==> config.mk <==
export PLATFORM = sky130hd
export DESIGN_NAME = queue_counter_flat
export DESIGN_NICKNAME = d
export VERILOG_FILES = /design/src/rtl/queue_counter_if.sv /design/src/rtl/queue_counter.sv /design/src/flat_wrapper.sv
export SDC_FILE = /design/constraint.sdc
export NUM_CORES = 1
export LEC_CHECK = 0
export CELL_PAD_IN_SITES_DETAIL_PLACEMENT = 1
export CELL_PAD_IN_SITES_GLOBAL_PLACEMENT = 2
export CORE_MARGIN = 8
export CORE_UTILIZATION = 35
export DETAILED_ROUTE_END_ITERATION = 10
export MAX_ROUTING_LAYER = met4
export PLACE_DENSITY_LB_ADDON = 0.1
export SETUP_SLACK_MARGIN = 0.15
export SYNTH_ARGS = -nofsm -noshare
export SYNTH_HDL_FRONTEND = slang
export SYNTH_SLANG_ARGS = --single-unit
==> constraint.sdc <==
create_clock -name clk -period 3.4 [get_ports clk]
set_input_delay 1.02 -clock clk [delete_from_list [all_inputs] [get_ports clk]]
set_output_delay 1.02 -clock clk [all_outputs]
set_load 0.02 [all_outputs]
==> src/rtl/queue_counter_if.sv <==
// Sensor/teller inputs and count/flag outputs of the queue counter.
// The master side drives the sensors; the slave side is the counter itself.
interface queue_counter_if;
    logic       front_sensor;
    logic       rear_sensor;
    logic [1:0] tcount;
    logic [2:0] pcount;
    logic       ef;
    logic       ff;
    logic [4:0] index;
    logic       ovf_err;
    logic       udf_err;

    modport master (
        output front_sensor, rear_sensor, tcount,
        input  pcount, ef, ff, index, ovf_err, udf_err
    );

    modport slave (
        input  front_sensor, rear_sensor, tcount,
        output pcount, ef, ff, index, ovf_err, udf_err
    );
endinterface

==> src/rtl/queue_counter.sv <==
// Debounced, saturating bank-queue occupancy counter feeding the wait-time ROM.
// Bit 0 of the per-sensor vectors is the front (arrival) sensor, bit 1 the rear.
module queue_counter #(
    parameter int unsigned DEPTH    = 7,
    parameter int unsigned DEBOUNCE = 4
) (
    input  logic            clk,
    input  logic            reset,
    queue_counter_if.slave  bus
);
    localparam logic [2:0] PMAX    = 3'(DEPTH);
    localparam logic [3:0] DB_LAST = 4'(DEBOUNCE - 1);

    logic [1:0]       sens;
    logic [1:0]       s1_q, s2_q;
    logic [1:0]       db_q, db_d, db_prev_q;
    logic [1:0][3:0]  stab_q, stab_d;
    logic [1:0]       ev;
    logic [2:0]       pcount_q, pcount_d;
    logic             ovf_q, ovf_d, udf_q, udf_d;
    logic [1:0]       tcount_q;

    assign sens = {bus.rear_sensor, bus.front_sensor};

    // Level is accepted on the DEBOUNCE-th consecutive differing edge.
    always_comb begin
        db_d   = db_q;
        stab_d = '0;
        for (int unsigned i = 0; i < 2; i++) begin
            if (s2_q[i] != db_q[i]) begin
                if (stab_q[i] == DB_LAST) begin
                    db_d[i] = s2_q[i];
                end else begin
                    stab_d[i] = stab_q[i] + 4'd1;
                end
            end
        end
    end

    assign ev = db_q & ~db_prev_q;

    always_comb begin
        pcount_d = pcount_q;
        ovf_d    = 1'b0;
        udf_d    = 1'b0;
        unique case (ev)
            2'b01: begin
                if (pcount_q == PMAX) ovf_d    = 1'b1;
                else                  pcount_d = pcount_q + 3'd1;
            end
            2'b10: begin
                if (pcount_q == '0) udf_d    = 1'b1;
                else                pcount_d = pcount_q - 3'd1;
            end
            default: ;
        endcase
    end

    always_ff @(posedge clk or posedge reset) begin
        if (reset) begin
            s1_q      <= '0;
            s2_q      <= '0;
            db_q      <= '0;
            db_prev_q <= '0;
            stab_q    <= '0;
            pcount_q  <= '0;
            ovf_q     <= 1'b0;
            udf_q     <= 1'b0;
            tcount_q  <= '0;
        end else begin
            s1_q      <= sens;
            s2_q      <= s1_q;
            db_q      <= db_d;
            db_prev_q <= db_q;
            stab_q    <= stab_d;
            pcount_q  <= pcount_d;
            ovf_q     <= ovf_d;
            udf_q     <= udf_d;
            tcount_q  <= bus.tcount;
        end
    end

    assign bus.pcount  = pcount_q;
    assign bus.ef      = (pcount_q == '0);
    assign bus.ff      = (pcount_q == PMAX);
    assign bus.index   = {tcount_q, pcount_q};
    assign bus.ovf_err = ovf_q;
    assign bus.udf_err = udf_q;
endmodule

==> src/flat_wrapper.sv <==
// flat-port wrapper written by rule: the top's interface ports become plain ports
module queue_counter_flat 
#(
    parameter int unsigned DEPTH    = 7,
    parameter int unsigned DEBOUNCE = 4
)
  (clk, reset, bus_front_sensor, bus_rear_sensor, bus_tcount, bus_pcount, bus_ef, bus_ff, bus_index, bus_ovf_err, bus_udf_err);
  queue_counter_if bus_i ();
  input  logic clk;
  input  logic reset;
  input wire logic [$bits(bus_i.front_sensor)-1:0] bus_front_sensor;
  input wire logic [$bits(bus_i.rear_sensor)-1:0] bus_rear_sensor;
  input wire logic [$bits(bus_i.tcount)-1:0] bus_tcount;
  output wire logic [$bits(bus_i.pcount)-1:0] bus_pcount;
  output wire logic [$bits(bus_i.ef)-1:0] bus_ef;
  output wire logic [$bits(bus_i.ff)-1:0] bus_ff;
  output wire logic [$bits(bus_i.index)-1:0] bus_index;
  output wire logic [$bits(bus_i.ovf_err)-1:0] bus_ovf_err;
  output wire logic [$bits(bus_i.udf_err)-1:0] bus_udf_err;
  assign bus_i.front_sensor = bus_front_sensor;
  assign bus_i.rear_sensor = bus_rear_sensor;
  assign bus_i.tcount = bus_tcount;
  assign bus_pcount = bus_i.pcount;
  assign bus_ef = bus_i.ef;
  assign bus_ff = bus_i.ff;
  assign bus_index = bus_i.index;
  assign bus_ovf_err = bus_i.ovf_err;
  assign bus_udf_err = bus_i.udf_err;
  queue_counter #(.DEPTH(DEPTH), .DEBOUNCE(DEBOUNCE)) u_core (.clk(clk), .reset(reset), .bus(bus_i));
endmodule
Yosys cells after proc, flatten, opt, wreduce, memory -nomap -nowiden
Cells that the tools add are included. Widths: inputs -> output; s select.

$add $sub $neg: 4. Multiply operators: 0. Div/mod/pow operators: 0. $lt $le $gt $ge: 0. Eq/ne operators: 9. Shift-type cells: 0. Mux-type cells: 11. Bitwise gates (word level): 2. Reductions and logical operators: 5.

Operator list (count): $mux 4 (4); $add 4x1->4 const B (2); $eq 4x2->1 const B (2); $mux 3 (2); $pmux 3 s2 (1); $mux 1 (4); $ne 2x2->1 const B (2); $reduce_and 2->1 (2); $add 3x1->3 const B (1); $eq 3x3->1 const B (1); $logic_not 3->1 (1); $reduce_and 3->1 (1); $sub 3x1->3 const B (1); $and 2x2->2 (1); $eq 2x1->1 const B (1); $eq 2x2->1 const B (1); $ne 1x1->1 (2); $not 2->2 (1); $reduce_bool 2->1 (1).

Bits in registers: 23. Bits in latches: 0. Memory bits (writable): 0. Bits in read-only memories: 0. Bits of input ports: 6. Word-level logic and storage cells: 42. Memories kept: 0.

Longest topological paths before layout
Gate-level depths: netlist of the first run.

Word-level depth: 5. Depth in mapped cells: 6.

Worst setup path after synthesis of the first run
OpenSTA, ideal clock, no wires.

Path kind: register -> output. Start point: register u_core.pcount_q[0] (netlist: u_core.bus.pcount[0]). End point: output bus_ff. Arrival: 1.224 ns. Data required time: 2.380 ns. Slack: 1.156 ns. Cell stages (with the launch flop): 4. Path buffers: 1. Cells stage by stage: dfrtp_1 > buf_2 > inv_1 > nor3_1.

Cells in the longest elaborated chain, start to end: 1.

Ends and longest elaborated chain: start, declared (line queue_counter.sv:19) `logic [2:0] pcount_q, pcount_d;`; start signal, assigned (line queue_counter.sv:76) `pcount_q <= pcount_d;`; $eq 3x3->1 (line queue_counter.sv:85) `assign bus.ff = (pcount_q == PMAX);`; end, declared (line flat_wrapper.sv:16) `output wire logic [$bits(bus_i.ff)-1:0] bus_ff;`.

No other way between the ends.

Worst setup path after layout of the first run
Same ends and word-level chain as after synthesis.

==> results.sh, run 1 <==
export IMPL_status="finished, final reports clean"
export IMPL_synth_async_reset_ratio_pct=100
export IMPL_critical_path_peak_fanout=10
export IMPL_die_area_sq_um=4880
export IMPL_yosysWarningCount=0
export IMPL_worst_setup_path_startpoint="u_core.bus.pcount[0]"
export IMPL_avgRoutedWirePerCell_microns=14.9
export IMPL_grt_total_usage_pct=9.54
export IMPL_final_design_area_no_fill_sq_um=1230
export IMPL_multiInputGateArea_sq_um=397
export IMPL_ctsHtreeMaxLevel=1
export IMPL_hold_buffers=0
export IMPL_worst_setup_ep_type="primary output"
export IMPL_p_comb_share_pct=45.5
export IMPL_worst_slew_pin_slew_ps=857
export IMPL_worstHoldPathCells=0
export IMPL_netlist_cell_type_count=31
export IMPL_fp_dieW_microns=69.8
export IMPL_drv_cap=0
export IMPL_grt_max_degree=24
export IMPL_holdCritStartpoint="u_core.s1_q[1]"
export IMPL_cpPeakStageDelay_ps=650
export IMPL_timing_final_max_slew_violations=0
export IMPL_cell_internal_pwr_mw=0.593
export IMPL_report_final_hold_viol_count=0
export IMPL_critPathSlowestCell="clkdlybuf4s50_1"
export IMPL_post_route_drc_count=0
export IMPL_post_synth_cell_area_avg_sq_um=11.5
export IMPL_layout_area_seq_sq_um=576
export IMPL_drtPass1Iterations=3
export IMPL_rr_worst_depth=6
export IMPL_cts_repair_resize_count=0
export IMPL_clk_transition_reported_paths_ps=140
export IMPL_die_height_microns=69.8
export IMPL_port_buffers=17
export IMPL_hp_class="flop to flop"
export IMPL_cp_cell_sequence="inv_1 > nor3_1 > clkdlybuf4s50_1"
export IMPL_first_iter_violations=37
export IMPL_power_ir_vdd_worst_mv=0.405
export IMPL_syn_area_sq_um=1010
export IMPL_gp_congestion=0.761
export IMPL_rsz0062_at_grt="no"
export IMPL_p_sw_share_pct=39.6
export IMPL_setup_viol=0
export IMPL_core_area_sq_um=2760
export IMPL_critPathRequiredTime_ps=2380
export IMPL_cell_count_after_synthesis=88
export IMPL_timing_critical_path_from_type="flop"
export IMPL_routed_via_density=5.29
export IMPL_route_antenna_remaining_nets=0
export IMPL_max_slew_margin_pct=42.8
export IMPL_layout_filler_cells=308
export IMPL_layout_nets=115
export IMPL_post_layout_instance_count_excluding_filler_cells=136
export IMPL_ys_ff_latch=23
export IMPL_synth_edf_count=0
export IMPL_final_layout_size_suffix_gt1_share_pct=12.4
export IMPL_fin_setup_tns_ps=0
export IMPL_clockPowerShare_pct=13.5
export IMPL_num_rows=19
export IMPL_placed_instance_count=132
export IMPL_power_static_leakage_nw=0.523
export IMPL_layout_area_overhead_vs_synth_pct=20.8
export IMPL_post_cts_repair_setup_buffers=0
export IMPL_pwr_cell_area_nw_per_um2=800
export IMPL_grt_pass1_wl_microns=3770
export IMPL_period_minus_slack_ps=2880
export IMPL_worst_path_dominant_cell_family="buffers and inverters"
export IMPL_cts_made_buffers=3
export IMPL_timing_critical_path_buf_inv=2
export IMPL_cts_num_sinks=23
export IMPL_postLayoutSetupSlackWorst_ps=520
export IMPL_clk_insertion_delay_late_ps=320
export IMPL_syn_num_nets=97
export IMPL_fmax_mhz=347
export IMPL_grt_pass1_vias=806
export IMPL_placedInstanceArea_sq_um=1200
export IMPL_routed_via_count=720
export IMPL_antenna_found_initial=0
export IMPL_dp_slack_ps=880
export IMPL_final_period_utilization_pct=84.7
export IMPL_tritoncts="built"
export IMPL_clk_root_buffer_cell="clkbuf_4"
export IMPL_cp_arrival_ps=1860
export IMPL_initial_utilization_pct=36.8
export IMPL_yosysSeqAreaShare_pct=56.7
export IMPL_power_switching_mw=0.388
export IMPL_dp_hpwl_microns=1510
export IMPL_ys_dominant_reg_cell="dfrtp_1"
export IMPL_fin_worst_skew_ps=10.2
export IMPL_cp_num_cells=3
export IMPL_io_pins=18
export IMPL_regToRegStartpoint="u_core.db_prev_q[1]"
export IMPL_antenna_cells_inserted=0
export IMPL_seqPwrFrac_pct=41.0
export IMPL_path_class="flop to primary output"
export IMPL_routed_wl_microns=2030
export IMPL_cts_buffer_depth=2
export IMPL_grt_overflow_total=0
[layout make-up]
type	count	area share (%)
timing repair buffer	17	13.9
sequential	23	46.9
tap	31	3.16
clock inverter	1	0.612
clock buffer	3	1.84
multi-input combinational	57	32.3
inverter	4	1.22
[flip-flops by register name, indices dropped and copies added (netlist names)]
register	flops
u_core.stab_q	8
u_core.bus.pcount	3
u_core.db_prev_q	2
u_core.db_q	2
u_core.s1_q	2
u_core.s2_q	2
u_core.tcount_q	2
u_core.bus.ovf_err	1
u_core.bus.udf_err	1
[placed cells by master (no fill, tap or decap), types with 2 or more instances in the layout]
master	netlist	routed
dfrtp_1	23	23
clkdlybuf4s50_1	0	17
nor2_1	7	7
nand2_1	5	5
inv_1	4	4
mux2_2	4	4
nor3_1	4	4
and3_1	3	3
a31oi_1	3	3
clkbuf_4	0	3
and2b_4	2	2
nor4_1	2	2
o21ai_1	2	2
nor3b_1	2	2
xnor2_1	2	2
nor2b_1	2	2
nand3_1	2	2
xor2_1	2	2
a21oi_1	2	2
ha_1	2	2
[worst register-to-register path: cells and delay by family (launching register included)]
kind	cells	cell delay (ps)
adders and majority gates	1	450
and+or+nand+nor	3	690
DFF	1	410
AOI/OAI and AO/OA	2	220
[power groups by stage]
stage	sequential [mW]	clock [mW]	combinational (mW)
final	0.402	0.132	0.446
after global routing	0.417	0.152	0.491
after CTS	0.405	0.142	0.454
after detailed placement	0.410	0	0.449
after global placement	0.406	0	0.443
after floorplan	0.408	0	0.312
[worst paths after layout]
path	slack [ps]	to
max in group asynchronous	1710	u_core.stab_q[2]
min in group asynchronous	1160	u_core.stab_q[3]
min reg2reg	360	u_core.s2_q[1]
max reg2reg	1540	u_core.bus.pcount[2]
max	520	bus_ff
min	360	u_core.s2_q[1]
[synthesized netlist by cell type (2+ instances only)]
library cell	number	area share, %
ha_1	2	2.5
a31oi_1	3	1.8
mux2_2	4	4.4
nor4_1	2	1.2
xor2_1	2	1.7
nand2_1	5	1.8
buf_4	3	2.2
nor3_1	4	2.0
nor2b_1	2	1.2
a21oi_1	2	0.99
xnor2_1	2	1.7
nor3b_1	2	1.5
dfrtp_1	23	57
inv_1	4	1.5
nor2_1	7	2.6
and3_1	3	1.8
o21ai_1	2	0.99
nand3_1	2	0.99
and2b_4	2	2.0
[per-stage QoR]
| step | util [%] | hold slack [ps] | power [mW] |
|---|---|---|---|
| final | 44.5 | 365 | 0.981 |
| after global placement | 43.4 | 333 | 0.849 |
| after global routing | 44.5 | 374 | 1.06 |
| after floorplan | - | 331 | 0.720 |
| after CTS | 44.5 | 368 | 1.00 |
| after detailed placement | 43.4 | 336 | 0.859 |
[routing by layer]
layer / global-route usage, % / share of wire [%] / vias up
li1: - / - / 339
met1: 10.6 / 43 / 362
met2: 15.3 / 51 / 17
met3: 4.43 / 5.9 / 2
met4: 2.01 / 0.39 / 0
met5: - / 0 / -
[cells by family after synthesis]
family | after synthesis | synth area share [%]
AOI/OAI and AO/OA | 12 | 7.52
xor gates and xnor gates | 4 | 3.45
adders and majority gates | 3 | 4.44
buffers and inverters | 8 | 4.19
DFF | 23 | 56.7
muxes | 4 | 4.44
and+or+nand+nor | 34 | 19.2
Power figures use the tool's default switching activity.
==> inputs of run 2 (changes only) <==
CORE_UTILIZATION = 33   (was 35)
clock period = 2.77 ns   (was 3.4 ns; I/O delays follow)
==> results.sh, run 2 (synthesized netlist as in run 1, its figures left out) <==
export IMPL_dp_slack_ps=454
export IMPL_final_period_utilization_pct=84.4
export IMPL_gp_congestion=0.747
export IMPL_period_minus_slack_ps=2340
export IMPL_port_buffers=17
export IMPL_report_final_hold_viol_count=0
export IMPL_status="finished, final reports clean"
export IMPL_layout_nets=116
export IMPL_timing_critical_path_from_type="flop"
export IMPL_drv_cap=0
export IMPL_rsz0062_at_grt="no"
export IMPL_largest_register="u_core.stab_q"
export IMPL_setup_viol=0
export IMPL_critPathRequiredTime_ps=1940
export IMPL_routed_wl_microns=2060
export IMPL_cts_buffer_depth=2
export IMPL_die_height_microns=71.5
export IMPL_cts_made_buffers=3
export IMPL_timing_final_max_slew_violations=0
export IMPL_core_area_sq_um=2980
export IMPL_grt_max_degree=14
export IMPL_grt_overflow_total=0
export IMPL_clk_transition_reported_paths_ps=130
export IMPL_cts_num_sinks=23
export IMPL_antenna_cells_inserted=0
export IMPL_drtPass1Iterations=4
export IMPL_routed_via_count=700
export IMPL_worstHoldPathCells=0
export IMPL_route_antenna_remaining_nets=0
export IMPL_r2r_setup_slack_ps=850
export IMPL_path_class="flop to primary output"
export IMPL_pwr_cell_area_nw_per_um2=965
export IMPL_first_iter_violations=16
export IMPL_r2r_end="u_core.bus.pcount[2]"
export IMPL_num_rows=20
export IMPL_tritoncts="built"
export IMPL_post_route_drc_count=0
export IMPL_cp_arrival_ps=1510
export IMPL_clk_insertion_delay_late_ps=310
export IMPL_layout_area_overhead_vs_synth_pct=21.7
export IMPL_hp_class="flop to flop"
export IMPL_regToRegStartpoint="u_core.db_prev_q[1]"
export IMPL_power_static_leakage_nw=0.545
export IMPL_die_area_sq_um=5110
export IMPL_initial_utilization_pct=34.1
export IMPL_critical_path_peak_fanout=7
export IMPL_holdCritStartpoint="u_core.s1_q[0]"
export IMPL_ctsHtreeMaxLevel=1
export IMPL_worstHoldEndpoint="u_core.s2_q[0]"
export IMPL_max_slew_margin_pct=71.8
export IMPL_fin_setup_tns_ps=0
export IMPL_grt_pass1_vias=754
export IMPL_rr_worst_depth=6
export IMPL_postLayoutSetupSlackWorst_ps=431
export IMPL_fp_dieW_microns=71.5
export IMPL_worst_setup_ep_type="primary output"
export IMPL_power_ir_vdd_worst_mv=0.314
export IMPL_grt_pass1_wl_microns=3590
export IMPL_post_cts_repair_setup_buffers=0
export IMPL_avgRoutedWirePerCell_microns=14.8
export IMPL_largest_reg_flops=8
export IMPL_most_common_layout_cells="dfrtp_1, clkdlybuf4s50_1, nor2_1, nand2_1"
export IMPL_antenna_found_initial=0
export IMPL_dp_hpwl_microns=1600
export IMPL_io_pins=18
export IMPL_clk_root_buffer_cell="clkbuf_4"
export IMPL_hold_buffers=0
export IMPL_worst_slew_pin_slew_ps=422
export IMPL_fmax_mhz=428
export IMPL_final_common_cell="dfrtp_1"
export IMPL_final_layout_size_suffix_gt1_share_pct=13.2
export IMPL_routed_via_density=5.04
export IMPL_fin_worst_skew_ps=5.95
export IMPL_grt_total_usage_pct=8.98
[run 2: through the flow]
stage	utilization, %	hold slack (ps)	power (mW)	instances	cell area, sq um
2_1_floorplan	-	331	0.884	88	1010
5_1_grt	41.5	383	1.29	139	1230
4_1_cts	41.4	366	1.22	139	1230
6_report	41.5	363	1.19	139	1230
3_3_place_gp	40.5	334	1.05	135	1210
3_5_place_dp	40.5	336	1.05	135	1210
[run 2: layout make-up]
class | instances | area (sq um)
Fill cell | 339 | 1740
Clock inverter | 1 | 5.00
Clock buffer | 3 | 22.5
Multi-Input combinational cell | 57 | 397
Inverter | 4 | 15.0
Sequential cell | 23 | 576
Timing Repair Buffer | 18 | 179
Tap cell | 33 | 41.3
[run 2: what timing repair did]
item | 4_1_cts | 5_1_grt
hold endpoints to repair | 0 | 0
setup endpoints to repair | 1 | 1
gates resized for setup | 1 | 1
[run 2: worst max-delay path by stage]
stage / end / slack [ps] / start / cells past startpoint
CTS: bus_ef / 180 / u_core.bus.pcount[2] / 2
detailed placement: bus_ff / 450 / u_core.bus.pcount[1] / 3
floorplan: bus_ff / 710 / u_core.bus.pcount[0] / 3
global route: bus_ff / 260 / u_core.bus.pcount[1] / 3
finish: bus_ff / 430 / u_core.bus.pcount[1] / 3
global placement: bus_ff / 490 / u_core.bus.pcount[0] / 3
[run 2: power breakdown]
group | leakage [nW] | total [mW] | internal (mW) | switching [mW]
Sequential | 0.292 | 0.496 | 0.414 | 0.0822
Clock | 0.0177 | 0.154 | 0.0539 | 0.100
Combinational | 0.235 | 0.542 | 0.257 | 0.285
Total | 0.545 | 1.19 | 0.725 | 0.467
[run 2: metal layers]
layer | routed length (microns) | vias up | global-route usage (%)
li1 | - | 338 | -
met1 | 1030 | 346 | 11.5
met2 | 929 | 14 | 13.1
met3 | 81 | 2 | 2.23
met4 | 15 | 0 | 4.08
met5 | 0 | - | -
[run 2: critical path, cell delays in order, from the launching register on]
cell and delay [ps]:
dfrtp_1 470, inv_1 150, nor3_1 220, dlygate4sd2_1 360
